==> src/rtl/parking_pkg.sv <==
// Shared types and helpers for the parking lot controller: status/op codes,
// FSM states and a constant-foldable ceil(log2) used for port and counter widths.
package parking_pkg;

    typedef enum logic [1:0] {
        ST_OK        = 2'd0,
        ST_FULL      = 2'd1,
        ST_DUP       = 2'd2,
        ST_NOT_FOUND = 2'd3
    } status_e;

    typedef enum logic {
        OP_ENTRY = 1'b0,
        OP_EXIT  = 1'b1
    } op_e;

    typedef enum logic [1:0] {
        S_IDLE,
        S_SCAN,
        S_COMMIT
    } state_e;

    // Smallest r with 2**r >= value; clog2(1) == 0.
    function automatic int clog2(input int value);
        int result;
        result = 0;
        while ((1 << result) < value) result++;
        return result;
    endfunction

endpackage

==> src/rtl/parking_timebase.sv <==
// Free-running timebase: a 0..TICK_DIV-1 prescaler advances a counter that
// wraps naturally modulo 2**TIME_W.
module parking_timebase
    import parking_pkg::*;
#(
    parameter int TICK_DIV = 1000,
    parameter int TIME_W   = 32
) (
    input  logic              clk,
    input  logic              reset,
    output logic [TIME_W-1:0] current_time
);

    localparam int PRE_W = (TICK_DIV > 1) ? clog2(TICK_DIV) : 1;

    logic [PRE_W-1:0]  prescale_q;
    logic [TIME_W-1:0] time_q;
    logic              tick;

    assign tick         = (prescale_q == PRE_W'(TICK_DIV - 1));
    assign current_time = time_q;

    always_ff @(posedge clk or negedge reset) begin
        if (!reset) begin
            prescale_q <= '0;
            time_q     <= '0;
        end else begin
            prescale_q <= tick ? '0 : prescale_q + PRE_W'(1);
            if (tick) time_q <= time_q + TIME_W'(1);
        end
    end

endmodule

==> src/rtl/parking_lot_ctrl.sv <==
// Multi-slot parking controller: accepts entry/exit requests, scans the slot
// table one slot per cycle, then commits the update and reports status and fee.
module parking_lot_ctrl
    import parking_pkg::*;
#(
    parameter int NUM_SLOTS  = 8,
    parameter int ID_W       = 4,
    parameter int TIME_W     = 32,
    parameter int COST_W     = 32,
    parameter int TICK_DIV   = 1000,
    parameter int RATE       = 5,
    parameter int MIN_CHARGE = 10
) (
    input  logic                              clk,
    input  logic                              reset,
    input  logic                              req_valid,
    output logic                              req_ready,
    input  logic                              req_op,
    input  logic [ID_W-1:0]                   car_id,
    output logic                              resp_valid,
    output logic [1:0]                        resp_status,
    output logic                              write_enable,
    output logic                              read_enable,
    output logic [TIME_W-1:0]                 Entry_time,
    output logic [COST_W-1:0]                 Ccost,
    output logic [TIME_W-1:0]                 current_time,
    output logic [clog2(NUM_SLOTS+1)-1:0]     occupancy,
    output logic                              full,
    output logic                              empty
);

    localparam int IDX_W  = clog2(NUM_SLOTS);
    localparam int OCC_W  = clog2(NUM_SLOTS + 1);
    localparam int PROD_W = TIME_W + clog2(RATE + 1);
    localparam int WIDE_W = ((PROD_W > COST_W) ? PROD_W : COST_W) + 1;
    localparam logic [WIDE_W-1:0] MAX_COST  = {{(WIDE_W-COST_W){1'b0}}, {COST_W{1'b1}}};
    localparam logic [IDX_W-1:0]  LAST_IDX  = IDX_W'(NUM_SLOTS - 1);

    state_e                state_q, state_d;
    logic [IDX_W-1:0]      idx_q, idx_d;
    op_e                   op_q, op_d;
    logic [ID_W-1:0]       id_q, id_d;
    logic [TIME_W-1:0]     cap_time_q, cap_time_d;
    logic                  free_found_q, free_found_d;
    logic [IDX_W-1:0]      free_idx_q, free_idx_d;
    logic                  match_found_q, match_found_d;
    logic [IDX_W-1:0]      match_idx_q, match_idx_d;
    logic [NUM_SLOTS-1:0]  slot_valid_q, slot_valid_d;
    logic [ID_W-1:0]       slot_id_q   [NUM_SLOTS];
    logic [TIME_W-1:0]     slot_time_q [NUM_SLOTS];
    logic [OCC_W-1:0]      occ_q, occ_d;
    logic                  full_q, full_d, empty_q, empty_d;
    logic                  resp_valid_q, resp_valid_d;
    status_e               status_q, status_d;
    logic                  we_q, we_d, re_q, re_d;
    logic [TIME_W-1:0]     entry_time_q, entry_time_d;
    logic [COST_W-1:0]     cost_q, cost_d;
    logic                  slot_wr;
    logic [TIME_W-1:0]     elapsed;
    logic [PROD_W-1:0]     product;
    logic [WIDE_W-1:0]     fee_wide;

    parking_timebase #(
        .TICK_DIV (TICK_DIV),
        .TIME_W   (TIME_W)
    ) u_timebase (
        .clk          (clk),
        .reset        (reset),
        .current_time (current_time)
    );

    assign req_ready    = (state_q == S_IDLE);
    assign resp_valid   = resp_valid_q;
    assign resp_status  = status_q;
    assign write_enable = we_q;
    assign read_enable  = re_q;
    assign Entry_time   = entry_time_q;
    assign Ccost        = cost_q;
    assign occupancy    = occ_q;
    assign full         = full_q;
    assign empty        = empty_q;

    // Subtraction wraps modulo 2**TIME_W, so a timebase rollover still yields the true elapsed time.
    always_comb begin
        elapsed  = cap_time_q - slot_time_q[match_idx_q];
        product  = PROD_W'(elapsed) * PROD_W'(RATE);
        fee_wide = WIDE_W'(product);
        if (fee_wide < WIDE_W'(MIN_CHARGE)) fee_wide = WIDE_W'(MIN_CHARGE);
        if (fee_wide > MAX_COST) fee_wide = MAX_COST;
    end

    always_comb begin
        state_d       = state_q;
        idx_d         = idx_q;
        op_d          = op_q;
        id_d          = id_q;
        cap_time_d    = cap_time_q;
        free_found_d  = free_found_q;
        free_idx_d    = free_idx_q;
        match_found_d = match_found_q;
        match_idx_d   = match_idx_q;
        slot_valid_d  = slot_valid_q;
        occ_d         = occ_q;
        resp_valid_d  = 1'b0;
        we_d          = 1'b0;
        re_d          = 1'b0;
        status_d      = status_q;
        entry_time_d  = entry_time_q;
        cost_d        = cost_q;
        slot_wr       = 1'b0;

        case (state_q)
            S_IDLE: begin
                if (req_valid) begin
                    op_d          = op_e'(req_op);
                    id_d          = car_id;
                    cap_time_d    = current_time;
                    idx_d         = '0;
                    free_found_d  = 1'b0;
                    free_idx_d    = '0;
                    match_found_d = 1'b0;
                    match_idx_d   = '0;
                    state_d       = S_SCAN;
                end
            end
            S_SCAN: begin
                if (!free_found_q && !slot_valid_q[idx_q]) begin
                    free_found_d = 1'b1;
                    free_idx_d   = idx_q;
                end
                if (slot_valid_q[idx_q] && (slot_id_q[idx_q] == id_q)) begin
                    match_found_d = 1'b1;
                    match_idx_d   = idx_q;
                end
                if (idx_q == LAST_IDX) state_d = S_COMMIT;
                else                   idx_d   = idx_q + IDX_W'(1);
            end
            S_COMMIT: begin
                resp_valid_d = 1'b1;
                state_d      = S_IDLE;
                entry_time_d = '0;
                cost_d       = '0;
                // A duplicate ID is reported even when the lot is also full.
                if (op_q == OP_ENTRY) begin
                    if (match_found_q) begin
                        status_d = ST_DUP;
                    end else if (!free_found_q) begin
                        status_d = ST_FULL;
                    end else begin
                        status_d                 = ST_OK;
                        slot_wr                  = 1'b1;
                        slot_valid_d[free_idx_q] = 1'b1;
                        we_d                     = 1'b1;
                        entry_time_d             = cap_time_q;
                        occ_d                    = occ_q + OCC_W'(1);
                    end
                end else begin
                    if (!match_found_q) begin
                        status_d = ST_NOT_FOUND;
                    end else begin
                        status_d                  = ST_OK;
                        slot_valid_d[match_idx_q] = 1'b0;
                        re_d                      = 1'b1;
                        entry_time_d              = slot_time_q[match_idx_q];
                        cost_d                    = fee_wide[COST_W-1:0];
                        occ_d                     = occ_q - OCC_W'(1);
                    end
                end
            end
            default: state_d = S_IDLE;
        endcase

        full_d  = (occ_d == OCC_W'(NUM_SLOTS));
        empty_d = (occ_d == '0);
    end

    always_ff @(posedge clk or negedge reset) begin
        if (!reset) begin
            state_q       <= S_IDLE;
            idx_q         <= '0;
            op_q          <= OP_ENTRY;
            id_q          <= '0;
            cap_time_q    <= '0;
            free_found_q  <= 1'b0;
            free_idx_q    <= '0;
            match_found_q <= 1'b0;
            match_idx_q   <= '0;
            slot_valid_q  <= '0;
            occ_q         <= '0;
            full_q        <= 1'b0;
            empty_q       <= 1'b1;
            resp_valid_q  <= 1'b0;
            we_q          <= 1'b0;
            re_q          <= 1'b0;
            status_q      <= ST_OK;
            entry_time_q  <= '0;
            cost_q        <= '0;
        end else begin
            state_q       <= state_d;
            idx_q         <= idx_d;
            op_q          <= op_d;
            id_q          <= id_d;
            cap_time_q    <= cap_time_d;
            free_found_q  <= free_found_d;
            free_idx_q    <= free_idx_d;
            match_found_q <= match_found_d;
            match_idx_q   <= match_idx_d;
            slot_valid_q  <= slot_valid_d;
            occ_q         <= occ_d;
            full_q        <= full_d;
            empty_q       <= empty_d;
            resp_valid_q  <= resp_valid_d;
            we_q          <= we_d;
            re_q          <= re_d;
            status_q      <= status_d;
            entry_time_q  <= entry_time_d;
            cost_q        <= cost_d;
        end
    end

    // Slot payload needs no reset: it is only read when the matching valid bit is set.
    always_ff @(posedge clk) begin
        if (slot_wr) begin
            slot_id_q[free_idx_q]   <= id_q;
            slot_time_q[free_idx_q] <= cap_time_q;
        end
    end

endmodule

==> config.mk <==
export PLATFORM = sky130hd
export DESIGN_NAME = parking_lot_ctrl
export DESIGN_NICKNAME = d
export VERILOG_FILES = /design/src/rtl/parking_pkg.sv /design/src/rtl/parking_timebase.sv /design/src/rtl/parking_lot_ctrl.sv
export SDC_FILE = /design/constraint.sdc
export NUM_CORES = 1
export LEC_CHECK = 0
export ABC_AREA = 1
export ABC_CLOCK_PERIOD_IN_PS = 7800
export BUFFER_PORTS_ARGS = -buffer_cell sky130_fd_sc_hd__buf_2
export CORE_MARGIN = 10
export CORE_UTILIZATION = 45
export CTS_BUF_LIST = sky130_fd_sc_hd__clkbuf_2
export CTS_CLUSTER_SIZE = 8
export DETAILED_ROUTE_END_ITERATION = 16
export PLACE_DENSITY = 0.58
export SLEW_MARGIN = 40
export SYNTH_ARGS = -nofsm -noshare
export SYNTH_HDL_FRONTEND = slang
export SYNTH_SLANG_ARGS = --single-unit
==> constraint.sdc <==
create_clock -name clk -period 7.8 [get_ports clk]
set_input_delay 1.56 -clock clk [delete_from_list [all_inputs] [get_ports clk]]
set_output_delay 1.56 -clock clk [all_outputs]
set_load 0.02 [all_outputs]
==> impl_metrics.ini <==
[sta]
finalHoldViolations = 0
setup_viol = 0
fin_ws_ns = 0.773
fin_tns_setup_ns = 0
fmax_ghz = 0.142
min_period_over_period = 0.901
drv_slew = 0
fin_crit_ns = 7.03
timing.hold.ws_ns = 0.226
tightest_slew_ns = 0.795
fin_skew_ns = 0.118
rsz0062_at_grt = no
max_slew_margin = 0.470

[hold_path]
worstHoldPathType = input pin to async pin

[synthesis]
yosysMostFrequentCell = nand2_1
async_flop_share = 0.378
synth_top_area_cell = edfxtp_1
synth_area_leaders = edfxtp_1 (39%), dfrtp_1 (19%), nand2_1 (9.8%)
synth-edff-count = 288
netlist_top_cells_count = nand2_1 (585), edfxtp_1 (288), inv_1 (205), dfrtp_1 (174), nor2_1 (112)
synth_warnings = 0
synth.net_count = 2304
ys_seq_elements = 463
syn-cell-area_um2 = 22500
yosysSeqAreaShare = 0.580
synth.avg_cell_area_um2 = 10.2
yosys_most_used_dff = edfxtp_1
ys_types = 64
synthCells = 2196
synth.top_cell.area_share = 0.385

[layout]
layout-drive-gt1-share = 0.178
final_nets = 2509
final_cells = 3169
design_area_um2 = 25100
syn_to_final_growth_pct = 11.9
final_util = 0.511

[setup_path]
crit_buf_inv = 6
critPathKind = register to register
r2r-end = Ccost[23]
worstPathRequired_ns = 8.79
cp-end-kind = register
cp_slowest_cell = nor3_2
crit_fanout = 24
setup.worst_path.start = match_idx_q[1]
reg2reg_depth = 32
critPathLaunchType = register
max_stage_delay_ns = 0.62
timing.critical_path.mode_cell = nand2_1
arrival_ns = 8.01
cp_top_family = simple AND/OR/NAND/NOR gates
rr_startpoint = match_idx_q[1]
rrSetupSlack_ns = 0.77

[grt]
grtUsageMet3 = 0.0386
track_usage = 0.206
grt_max_degree = 98
grt_remaining_overflow = 0
met1_usage = 0.268
grt_pass1_vias = 16900
antenna_found_initial = 2
gr-usage-met2 = 0.338
busiest_layer = met2
grt_pass1_wl_um = 96200

[die]
fp.dieH_um = 243
die_w_um = 243
ios = 116
start_util = 0.457
die-area_um2 = 59300
coreArea_um2 = 49200
row_count = 81

[clock_network]
ctsHoldBuffers = 0
clk_pin_slew_ns = 0.12
insertion_delay_ns = 1.21
cts.sinks = 463
root_buffer = clkbuf_2
h-tree-depth = 3
cts_resized = 0
cts_setup_buffers = 0
clock_tree.buffer_depth = 3
cts_tree = yes
cts_buffers = 118

[placed_design]
placed_cells = 2944
dp_hpwl_um = 42800
port_buffers = 115
dp_worst_setup_slack_ns = 0.795
place_area_um2 = 24000
place_congestion = 0.918

[power_and_ir_drop]
internal-power_mw = 5.15
switching_share = 0.483
peakVddDrop_v = 0.000223
leakagePower_nw = 11.8
p_per_area_nw_per_um2 = 396
p_seq_frac = 0.309
net-switching-power_mw = 4.81
p_comb_frac = 0.518
design_power_total_mw = 9.96
clkPwrFrac = 0.173

[routing]
initialDrtViolationCount = 1190
drc = 0
wirelength_um = 61900
vias = 16800
wl_per_cell_um = 19.5
drt-pass1-iter-count = 4
via_per_inst = 5.29
final_antenna_net_count = 0

[job]
drv_cap = 0

[run_status]
outcome = complete, no violations
==> kinds of logic (layout without fill, tap and decap cells) <==
logic type	after synthesis	after routing	synth area share
other cells	0	1	0
buf+inv	282	590	0.0506
simple gates	920	920	0.178
fa+ha+maj	100	100	0.0564
mux	1	1	0.000446
flops	463	463	0.580
xor+xnor	72	72	0.0287
compound gates	358	358	0.106
==> flip-flops by register name (all words and copies together) (netlist names), 4 cells and up <==
| register | count |
|---|---|
| Ccost | 32 |
| u_timebase.prescale_q | 10 |
| occupancy | 4 |
| id_q | 4 |
| cap_time_q | 32 |
| Entry_time | 32 |
| u_timebase.current_time | 32 |
| slot_id_q | 32 |
| slot_time_q | 256 |
| slot_valid_q | 8 |
==> layer usage <==
layer | routed length (um) | vias to the layer above
li1 | - | 8107
met4 | 1650 | 0
met1 | 27500 | 8088
met2 | 29400 | 443
met5 | 0 | -
met3 | 3280 | 114
==> worst register-to-register path: cells and delay by family, from the launching register on <==
kind | cells | cell delay [ns]
simple gates | 16 | 2.70
flops | 1 | 0.57
fa+ha+maj | 3 | 1.06
buf+inv | 6 | 0.93
compound gates | 5 | 1.00
xor+xnor | 2 | 0.54
==> how the worst max path moves through the flow <==
stage                      to  slack (ns)  depth (start not counted)
floorplan           Ccost[12]        2.20                         42
global placement     Ccost[4]        0.77                         33
detailed placement   Ccost[5]        0.80                         34
CTS                 Ccost[23]        0.75                         34
global route         Ccost[4]        0.12                         33
finish              Ccost[23]        0.77                         32
==> power by group through the flow <==
stage | clock network [mW] | logic, mW | registers, mW
finish | 1.73 | 5.16 | 3.08
global route | 1.91 | 5.79 | 3.11
CTS | 1.78 | 5.19 | 3.08
detailed placement | 0 | 5.16 | 3.13
global placement | 0 | 5.16 | 3.12
floorplan | 0 | 3.63 | 3.23
==> final cells by class <==
type,instances,area (um^2)
fill,4652,24000
antenna,1,2.50
clock inverter,41,235
timing repair buffer,150,906
inverter,217,820
clock buffer,182,911
multi-input combinational,1451,8400
tap,664,831
sequential,463,13000
==> placed cells by master (no fill, tap or decap), drive strengths merged, types with 2 or more instances in the layout <==
cell type / instances
nand2: 601
edfxtp: 288
inv: 218
clkbuf: 182
dfrtp: 174
buf: 150
nor2: 127
o21ai: 107
ha: 98
a21oi: 83
nand3: 76
xor2: 60
nand4: 49
clkinv: 37
o211ai: 35
nor3: 35
a22oi: 32
a221oi: 30
a22o: 29
xnor2: 12
nor4: 12
nand3b: 10
a21o: 7
a31oi: 6
o21bai: 5
o22ai: 5
a41oi: 4
nor3b: 4
and3: 3
and2: 3
o21a: 3
a211oi: 2
a21boi: 2
a32oi: 2
fa: 2
bufinv: 2
Power figures use the tool's default switching activity.
